## config.mk

```make
export PLATFORM = sky130hd
export DESIGN_NAME = iot_event_serialiser
export DESIGN_NICKNAME = d
export VERILOG_FILES = /design/src/rtl/iot_event_serialiser.sv
export SDC_FILE = /design/constraint.sdc
export NUM_CORES = 1
export LEC_CHECK = 0
export ABC_AREA = 1
export CAP_MARGIN = 20
export CORE_UTILIZATION = 30
export DETAILED_ROUTE_END_ITERATION = 8
export HOLD_SLACK_MARGIN = 0.1
export SLEW_MARGIN = 15
export SYNTH_ARGS = -nofsm -noshare
export SYNTH_HDL_FRONTEND = slang
export SYNTH_SLANG_ARGS = --single-unit
```

## constraint.sdc

```tcl
create_clock -name clk -period 4.5 [get_ports clk]
set_input_delay 0.9 -clock clk [delete_from_list [all_inputs] [get_ports clk]]
set_output_delay 0.9 -clock clk [all_outputs]
set_load 0.05 [all_outputs]
```

## src/rtl/iot_event_serialiser.sv

```systemverilog
// iot_event_serialiser
// Synchronises N_DEV asynchronous device status lines, detects on/off
// transitions, buffers them in per-device pending flags and issues them one
// per cycle through a round-robin arbiter.

module iot_event_serialiser #(
  parameter int N_DEV = 8,
  parameter int ID_W  = $clog2(N_DEV)
) (
  input  logic             clk,
  input  logic             rst,
  input  logic [N_DEV-1:0] dev_status,
  input  logic             en,
  output logic             change,
  output logic             on_off,
  output logic [ID_W-1:0]  dev_id,
  output logic             busy
);

  // Synchroniser (s1, s2) and previous-status (s3) stages
  logic [N_DEV-1:0] s1;
  logic [N_DEV-1:0] s2;
  logic [N_DEV-1:0] s3;

  logic [N_DEV-1:0] rise;
  logic [N_DEV-1:0] fall;

  logic [N_DEV-1:0] pending;
  logic [N_DEV-1:0] pend_dir;
  logic [N_DEV-1:0] pending_nxt;
  logic [N_DEV-1:0] pend_dir_nxt;

  logic [ID_W-1:0]  rr_ptr;
  logic [ID_W-1:0]  cand;
  logic [ID_W-1:0]  grant_idx;
  logic             grant_vld;
  logic [N_DEV-1:0] grant_oh;

  // Two-flop synchroniser followed by the previous-status register
  always_ff @(posedge clk or posedge rst) begin
    if (rst) begin
      s1 <= '0;
      s2 <= '0;
      s3 <= '0;
    end else begin
      s1 <= dev_status;
      s2 <= s1;
      s3 <= s2;
    end
  end

  // Transition detection between the synchronised and previous status
  always_comb begin
    rise = s2 & ~s3;
    fall = ~s2 & s3;
  end

  // Round-robin search for the first pending device after the last grant
  always_comb begin
    grant_vld = 1'b0;
    grant_idx = '0;
    grant_oh  = '0;
    cand      = '0;
    if (en) begin
      for (int k = 1; k <= N_DEV; k++) begin
        cand = ID_W'((int'(rr_ptr) + k) % N_DEV);
        if (!grant_vld && pending[cand]) begin
          grant_vld      = 1'b1;
          grant_idx      = cand;
          grant_oh[cand] = 1'b1;
        end
      end
    end
  end

  // Pending flag update: an opposite edge on an un-issued event cancels it,
  // otherwise a new edge queues, otherwise a grant clears the flag
  always_comb begin
    pending_nxt  = pending;
    pend_dir_nxt = pend_dir;
    for (int i = 0; i < N_DEV; i++) begin
      if ((rise[i] | fall[i]) && pending[i] && !grant_oh[i] &&
          (pend_dir[i] != rise[i])) begin
        pending_nxt[i] = 1'b0;
      end else if (rise[i] | fall[i]) begin
        pending_nxt[i]  = 1'b1;
        pend_dir_nxt[i] = rise[i];
      end else if (grant_oh[i]) begin
        pending_nxt[i] = 1'b0;
      end
    end
  end

  // Pending state, arbiter pointer and registered event outputs
  always_ff @(posedge clk or posedge rst) begin
    if (rst) begin
      pending  <= '0;
      pend_dir <= '0;
      rr_ptr   <= ID_W'(N_DEV - 1);
      change   <= 1'b0;
      on_off   <= 1'b0;
      dev_id   <= '0;
      busy     <= 1'b0;
    end else begin
      pending  <= pending_nxt;
      pend_dir <= pend_dir_nxt;
      busy     <= |pending_nxt;
      if (grant_vld) begin
        change <= 1'b1;
        on_off <= pend_dir[grant_idx];
        dev_id <= grant_idx;
        rr_ptr <= grant_idx;
      end else begin
        change <= 1'b0;
      end
    end
  end

endmodule

```

==> results of run 1 <==
[cell usage in the layout (no fill, tap or decap), types with 7 or more instances in the layout]
cell	n
nand2_1	168
nand3_1	65
inv_1	55
nor2_1	46
dfrtp_1	46
nor3_1	18
clkdlybuf4s50_1	16
ha_1	14
nand2_2	13
o21ai_0	13
inv_2	7
nand4_1	7
a21oi_1	7
[state kept, by name, indices dropped and copies added (netlist names)]
register and cells:
dev_id 3, s2 8, pending 8, s1 8
s3 8, busy 1, pend_dir 8, rr_ptr 3
change 1, on_off 1
[critical path, cell delays in order (launching register included)]
cell      delay [ns]
dfstp_2         0.54
inv_2           0.16
ha_1            0.53
inv_1           0.40
nand3_1         0.20
nand3_2         0.14
nand2_4         0.14
nor2_8          0.17
nand4_4         0.13
nor2_8          0.21
nand3_4         0.13
clkinv_2        0.14
nand2_1         0.06
nand3_1         0.20
nand2_1         0.15
nand2_2         0.11
nand2_1         0.05
nand2_1         0.07
nand2_1         0.07
nor2_1          0.11
nand2_1         0.06
[per-layer routing]
metal  vias to the layer above  part of all wire, %  track usage [%]
met5                         -                    0                0
met4                         0                  2.3             5.69
met3                        16                  5.2             2.09
met2                        98                   48             27.2
met1                      1496                   45             21.0
li1                       1669                    -                -
[layout make-up]
class                           instances  area share [%]
Timing Repair Buffer                   19            4.83
Tap cell                              143            4.42
Sequential cell                        49            30.4
Inverter                               66            6.25
Clock buffer                            7            3.53
Clock inverter                          1           0.743
Multi-Input combinational cell        388            49.8
[worst paths after layout]
check | end | slack, ns | start
setup / recovery | busy | 0.61 | rr_ptr[0]
hold / removal | s2[5] | 0.35 | s1[5]
setup reg to reg | busy | 0.61 | rr_ptr[0]
hold reg to reg | s2[5] | 0.35 | s1[5]
max in group asynchronous | s2[7] | 3.03 | rst
min in group asynchronous | s1[4] | 0.96 | rst
[logic make-up after synthesis]
logic type	Yosys count
DFF	49
and+or+nand+nor	341
AOI/OAI and AO/OA	31
buffers and inverters	74
adders and majority gates	14
xor gates and xnor gates	2
[metrics by stage]
stage | utilization [%] | setup slack [ns] | cell area (µm²) | hold WS, ns
final | 35.3 | 0.612 | 4040 | 0.348
after global routing | 35.3 | 0.397 | 4040 | 0.355
after CTS | 35.1 | 0.688 | 4020 | 0.350
after detailed placement | 33.6 | 0.705 | 3850 | 0.335
after global placement | 33.6 | 0.754 | 3850 | 0.333
after floorplan | - | 1.56 | 3540 | 0.331
==> metrics.cfg, run 1 <==
[worst_setup_path]
required_ns=4.67
start_kind=flop
critPathCaptureType=flop
cp.arrival_ns=4.06
worst_r2r_path_depth=20
worstSetupPathType=flop to flop
cp_max_fo=23

[synthesis]
yosysMostFrequentCell=nand2_1
synthSimpleGateAreaFrac_pct=46.7
synth-seq-area-share_pct=34.7
synth_fa_ha_area_share_pct=4.95
ys_types=34
synth_top_family_by_area=simple AND/OR/NAND/NOR gates
synth.cell_area_um2=3540
synth_edf_count=0
async_flop_share_pct=100
yosysTopAreaCell=dfrtp_1
syn_area_per_cell_um2=6.93
synth_xor_area_share_pct=0.495
yosys_warnings=0
ys_ff_latch=49
synthFlopType=dfrtp_1
syn_nets=536
synthTopCellsByCount=168 x nand2_1, 65 x nand3_1, 56 x inv_1
synth_compound_area_share_pct=4.77
synth.area.mux_share_pct=0
syn_inst=511
synthTopCellsByArea=dfrtp_1 33%, nand2_1 18%, nand3_1 9.2%, inv_1 5.9%, ha_1 4.9%
synth_top_area_share_pct=32.5

[floorplan]
die_w_um=111
dieArea_um2=12200
start_util_pct=30.9
die_h_um=111
rows=39
io_pins=17
coreArea_um2=11500

[timing]
setup_viol=0
relSlewSlack_pct=44.8
grt_setup_unrepaired=false
fmax_ghz=0.257
clock_skew_ns=0.00160
tightestPinTransition_ns=0.827
slew_viol_final=0
hold_violations=0
fin_crit_sh_pct=86.4
tns_ns=0
post-route-min-period_ns=3.89

[global_routing]
grt_usage_pct=16.1
grt_pass1_wl_um=16100
antenna_found_initial=0
gr-total-overflow=0
grt_max_degree=50
grt_pass1_vias=3288

[finish]
stdcell_count=673
multi_input_area_um2=2010
num-nets-final=554
drive_gt1_share_pct=10.9
syn_to_final_growth_pct=14.2
seqCellArea_um2=1230
n_antenna_cell=0
nFillCells=1193

[route]
wirelength_um=9270
first_iter_violations=207
wire_per_inst_um=13.8
detailroute.via_count=3279
vias_per_cell=4.87
drc_errors=0
ant_nets=0
firstDrtPassIters=4

[hold_path]
min_delay_path_depth=0
hold_class=flop to flop

[cts]
numCtsBuffers=5
cts_resized=0
root_buffer=clkbuf_16
path_clk_slew_ns=0.06
cts.path.max_buffers=2
htree_levels=2
clk_latency_ns=0.28
cts_setup_buffers=0
hold_buffers=0
cts_sinks=49
cts_tree=done

[placement]
dp_cells=664
gp_congestion=0.995
post-dp-hpwl_um=7370
portBuffers=16

[run_status]
outcome=finished, final reports clean

[job]
cap_violations=0

Power of run 1 is not shown: default switching activity piles up to over one toggle a cycle in this logic, so the estimate is an artifact.
==> run 2, diff against run 1 <==
--- a/config.mk
+++ b/config.mk
@@ -9,6 +9,7 @@
 export CAP_MARGIN = 20
 export CORE_UTILIZATION = 30
 export DETAILED_ROUTE_END_ITERATION = 8
+export GPL_ROUTABILITY_DRIVEN = 0
 export HOLD_SLACK_MARGIN = 0.1
 export SLEW_MARGIN = 15
 export SYNTH_ARGS = -nofsm -noshare
==> run 2 against run 1 <==
Compared with the run above:
- sequential cell count did not move
- first-iteration DRC count up 18%
- hold slack barely moved
- die area is the same
- final area decreased by 0.19%
- via count up 1.5%
- global-route usage shrank 0.96 points
- critical path type unchanged
==> metrics.cfg, run 2 (same netlist as run 1, synthesis figures left out) <==
[route]
wire_per_inst_um=13.4  ; -3.0%
ant_nets=0  ; unchanged
drc_errors=0  ; unchanged
detailroute.via_count=3327  ; +1.5%
wirelength_um=8990  ; -3.0%
vias_per_cell=4.94  ; +1.5%
firstDrtPassIters=7  ; +3
first_iter_violations=244  ; +18%

[timing]
fin_crit_sh_pct=83.2  ; -3.2 points
tightestPinTransition_ns=0.875  ; +0.0486 ns
worst_slack_ns=0.754  ; +0.143 ns
relSlewSlack_pct=41.5  ; -3.2 points
setup_viol=0  ; unchanged
hold_violations=0  ; unchanged
clock_skew_ns=0.00229  ; +0.000688 ns
grt_setup_unrepaired=false
slew_viol_final=0  ; unchanged
tns_ns=0  ; unchanged
fmax_ghz=0.267  ; +3.8%
post-route-min-period_ns=3.75  ; -0.143 ns

[floorplan]
rows=39  ; unchanged
die_h_um=111  ; unchanged
start_util_pct=30.9  ; unchanged
coreArea_um2=11500  ; unchanged
dieArea_um2=12200  ; unchanged
io_pins=17  ; unchanged
die_w_um=111  ; unchanged

[placement]
place_ws_ns=0.782  ; +0.0772 ns
post-dp-hpwl_um=7120  ; -3.3%
portBuffers=16  ; unchanged
dp_cells=664  ; unchanged

[cts]
path_clk_slew_ns=0.06  ; about the same
cts.path.max_buffers=2  ; unchanged
htree_levels=2  ; unchanged
cts_tree=done
cts_resized=0  ; unchanged
cts_setup_buffers=0  ; unchanged
hold_buffers=0  ; unchanged
numCtsBuffers=5  ; unchanged
root_buffer=clkbuf_16
cts_sinks=49  ; unchanged
clk_latency_ns=0.28  ; about the same

[finish]
num-nets-final=554  ; unchanged
stdcell_count=673  ; unchanged
nFillCells=1171  ; -1.8%
syn_to_final_growth_pct=14.0
n_antenna_cell=0  ; unchanged
layout_commonest_cell=nand2_1
final_cell_mix=168 x nand2_1, 65 x nand3_1, 55 x inv_1, 46 x nor2_1, 46 x dfrtp_1
seqCellArea_um2=1230  ; unchanged
drive_gt1_share_pct=11.1  ; +0.19 points
multi_input_area_um2=2010  ; unchanged
post-route-util_pct=35.2  ; -0.066 points

[global_routing]
grt_pass1_wl_um=15100  ; -6.0%
grt_pass1_vias=3166  ; -3.7%
gr-total-overflow=0  ; unchanged
grt_max_degree=50  ; unchanged
antenna_found_initial=0  ; unchanged
grt_usage_pct=15.1  ; -0.96 points

[worst_setup_path]
cp-startpoint=rr_ptr[1]
critPathCaptureType=flop
start_kind=flop
cp_max_fo=15  ; -35%
r2r_start=rr_ptr[1]
worstSetupPathType=flop to flop
cp.arrival_ns=3.92  ; -0.14 ns
required_ns=4.67  ; about the same

[hold_path]
hold_class=flop to flop
hp-start=s1[4]

[run_status]
outcome=finished, final reports clean

[job]
cap_violations=0  ; unchanged

[run 2: cell count changes in the layout (fill, tap and decap cells not counted)]
cell,previous run,this run
clkinv_2,2,3
bufinv_16,1,0
clkbuf_8,1,2
clkbuf_1,1,0
buf_16,0,1
buf_12,1,0
[run 2: final timing paths]
| path | endpoint | slack, ns | cells after the start |
|---|---|---|---|
| worst max-delay path | busy | 0.75 | 20 |
| worst min-delay path | s2[4] | 0.35 | 0 |
| worst max register to register | busy | 0.75 | 20 |
| worst min register to register | s2[4] | 0.35 | 0 |
| max in group asynchronous | s3[6] | 2.98 | 3 |
| min in group asynchronous | s2[3] | 1.01 | 2 |
[run 2: critical path: stages (launching register included)]
cell	delay, ns
dfstp_2	0.61
inv_2	0.14
ha_1	0.49
inv_1	0.38
nand3_1	0.18
nand3_2	0.13
nand2_4	0.14
nor2_8	0.18
nand4_4	0.13
nor2_8	0.21
nand3_4	0.13
clkinv_2	0.13
nand2_1	0.05
nand3_1	0.12
nand2_1	0.10
nand2_1	0.13
nand2_1	0.06
nand2_1	0.07
nand2_1	0.09
nor2_1	0.09
nand2_1	0.06
[run 2: area by class of cell]
type | count | area share (%)
clock buffers | 7 | 3.78
flip-flops and latches | 49 | 30.5
inverters | 66 | 6.26
repair buffers | 19 | 5.02
multi-input cells | 388 | 49.9
clock inverters | 1 | 0.124
well taps | 143 | 4.43
[run 2: through the flow]
stage	area [µm²]	hold slack, ns
3_3_place_gp	3850	0.333
6_report	4040	0.348
2_1_floorplan	3540	0.331
4_1_cts	4010	0.349
3_5_place_dp	3850	0.335
5_1_grt	4040	0.360
[run 2: per-layer routing]
layer,vias up,global-route usage (%),share of wire (%)
met4,0,6.49,2.3
li1,1671,-,-
met1,1518,19.5,44
met2,121,25.7,48
met3,17,1.59,5.2
met5,-,0,0
Power of run 2 is left out for the same reason.
==> run 3, diff against run 2 <==
==> constraint.sdc (replaced) <==
create_clock -name clk -period 3 [get_ports clk]
set_input_delay 0.6 -clock clk [delete_from_list [all_inputs] [get_ports clk]]
set_output_delay 0.6 -clock clk [all_outputs]
set_load 0.05 [all_outputs]
==> run 3 against run 2 <==
Compared with the run above:
- fmax increased by 35%
- sequential share of layout area fell by 1.5 points
- critical endpoint unchanged
- global-route usage is 0.65 points higher
- worst setup slack worse by 0.53 ns
==> metrics.cfg, run 3 (same netlist as run 1, synthesis figures left out) <==
[cts]
cts_tree=done
cts_sinks=49  ; unchanged
path_clk_slew_ns=0.06  ; about the same
clk_latency_ns=0.29  ; about the same
root_buffer=clkbuf_16
numCtsBuffers=5  ; unchanged
htree_levels=2  ; unchanged
cts.path.max_buffers=2  ; unchanged

[finish]
postLayoutCellArea_um2=4240  ; +5.1%
num-nets-final=576  ; +4.0%
layout_commonest_cell=nand2_1
syn_to_final_growth_pct=19.9
final_cell_mix=162 x nand2_1, 64 x nand3_1, 54 x inv_1, 46 x nor2_1, 46 x dfrtp_1
post-route-util_pct=37.0  ; +1.8 points
n_antenna_cell=0  ; unchanged
drive_gt1_share_pct=16.1  ; +5.0 points

[route]
ant_nets=0  ; unchanged
wirelength_um=9390  ; +4.4%
drc_errors=0  ; unchanged
wire_per_inst_um=13.5  ; +1.1%
detailroute.via_count=3410  ; +2.5%
firstDrtPassIters=5  ; -2
vias_per_cell=4.91  ; -0.75%
first_iter_violations=268  ; +9.8%

[worst_setup_path]
rrSetupSlack_ns=0.23  ; -0.53 ns
worst_r2r_path_depth=19  ; -5.0%
required_ns=3.18  ; -1.49 ns
start_kind=flop
r2r_end=busy
cp.arrival_ns=2.96  ; -0.96 ns
worstSetupPathType=flop to flop
r2r_start=rr_ptr[0]
cp_max_fo=8  ; -7
critPathCaptureType=flop

[floorplan]
io_pins=17  ; unchanged
die_w_um=111  ; unchanged
dieArea_um2=12200  ; unchanged
die_h_um=111  ; unchanged
rows=39  ; unchanged
coreArea_um2=11500  ; unchanged
start_util_pct=30.9  ; unchanged

[hold_path]
hp-start=s1[7]
min_delay_path_depth=0  ; unchanged
hold_class=flop to flop
hold_end=s2[7]

[timing]
fmax_ghz=0.360  ; +35%
tightestPinTransition_ns=0.496  ; -0.380 ns
worst_slack_ns=0.225  ; -0.529 ns
fin_crit_sh_pct=92.5  ; +9.3 points
relSlewSlack_pct=66.9  ; +25 points
hold_violations=0  ; unchanged
slew_viol_final=0  ; unchanged
clock_skew_ns=0.00485  ; +0.00256 ns
tns_ns=0  ; unchanged
setup_viol=0  ; unchanged
post-route-min-period_ns=2.77  ; -0.971 ns

[placement]
portBuffers=16  ; unchanged
post-dp-hpwl_um=7470  ; +4.9%
place_area_um2=4020  ; +4.4%
place_ws_ns=0.0614  ; -0.721 ns

[global_routing]
grt_pass1_wl_um=15800  ; +4.7%
grt_max_degree=32  ; -36%
grt_pass1_vias=3303  ; +4.3%
gr-total-overflow=0  ; unchanged
grt_usage_pct=15.8  ; +0.65 points
antenna_found_initial=0  ; unchanged

[job]
cap_violations=0  ; unchanged

[run_status]
outcome=finished, final reports clean

==> run 3: cell type report <==
type                            count  area, µm²
Multi-Input combinational cell    388       2060
Clock buffer                        7        133
Sequential cell                    49       1230
Inverter                           66        259
Clock inverter                      1       7.51
Timing Repair Buffer               41        372
Tap cell                          143        179
Fill cell                        1160       7220
==> run 3: metrics by stage <==
step	std cells	hold slack, ns
3_3_place_gp	685	0.332
3_5_place_dp	685	0.335
5_1_grt	695	0.351
2_1_floorplan	511	0.331
4_1_cts	693	0.349
6_report	695	0.348
==> run 3: critical path, stage by stage, from the launching register on <==
cell,delay [ns]
dfstp_2,0.55
inv_2,0.06
ha_4,0.30
nand3_1,0.14
nand3_2,0.14
nand2_4,0.09
inv_2,0.09
nand3_4,0.12
nor2_8,0.20
nand3_4,0.14
nor2_1,0.11
nor2_1,0.06
nand3_1,0.09
nand2_1,0.11
nand2_2,0.11
nand2_1,0.06
nand2_1,0.09
nand2_1,0.06
nor2_1,0.08
nand2_1,0.05
==> run 3: what timing repair did <==
action / in CTS / in global routing
resized for setup: 0 / 19
buffers inserted: 0 / 2
setup endpoints to repair: 0 / 11
hold buffers: 0 / 0
==> run 3: layer usage <==
layer / vias up / wire length (µm) / part of all wire (%) / global-route usage (%)
li1: 1710 / - / - / -
met2: 105 / 4430 / 47 / 25.8
met3: 23 / 408 / 4.3 / 1.48
met4: 0 / 259 / 2.8 / 7.02
met1: 1572 / 4290 / 46 / 21.1
met5: - / 0 / 0 / 0
==> run 3: worst max path at each step <==
stage / start / end / slack [ns] / cells past startpoint
after global placement: rr_ptr[0] / busy / 0.11 / 20
after CTS: rr_ptr[0] / busy / 0.05 / 20
final: rr_ptr[0] / busy / 0.23 / 19
after floorplan: rr_ptr[0] / busy / 0.06 / 22
after global routing: rr_ptr[0] / busy / -0.04 / 20
after detailed placement: rr_ptr[0] / busy / 0.06 / 20
Power of run 3 is left out for the same reason.
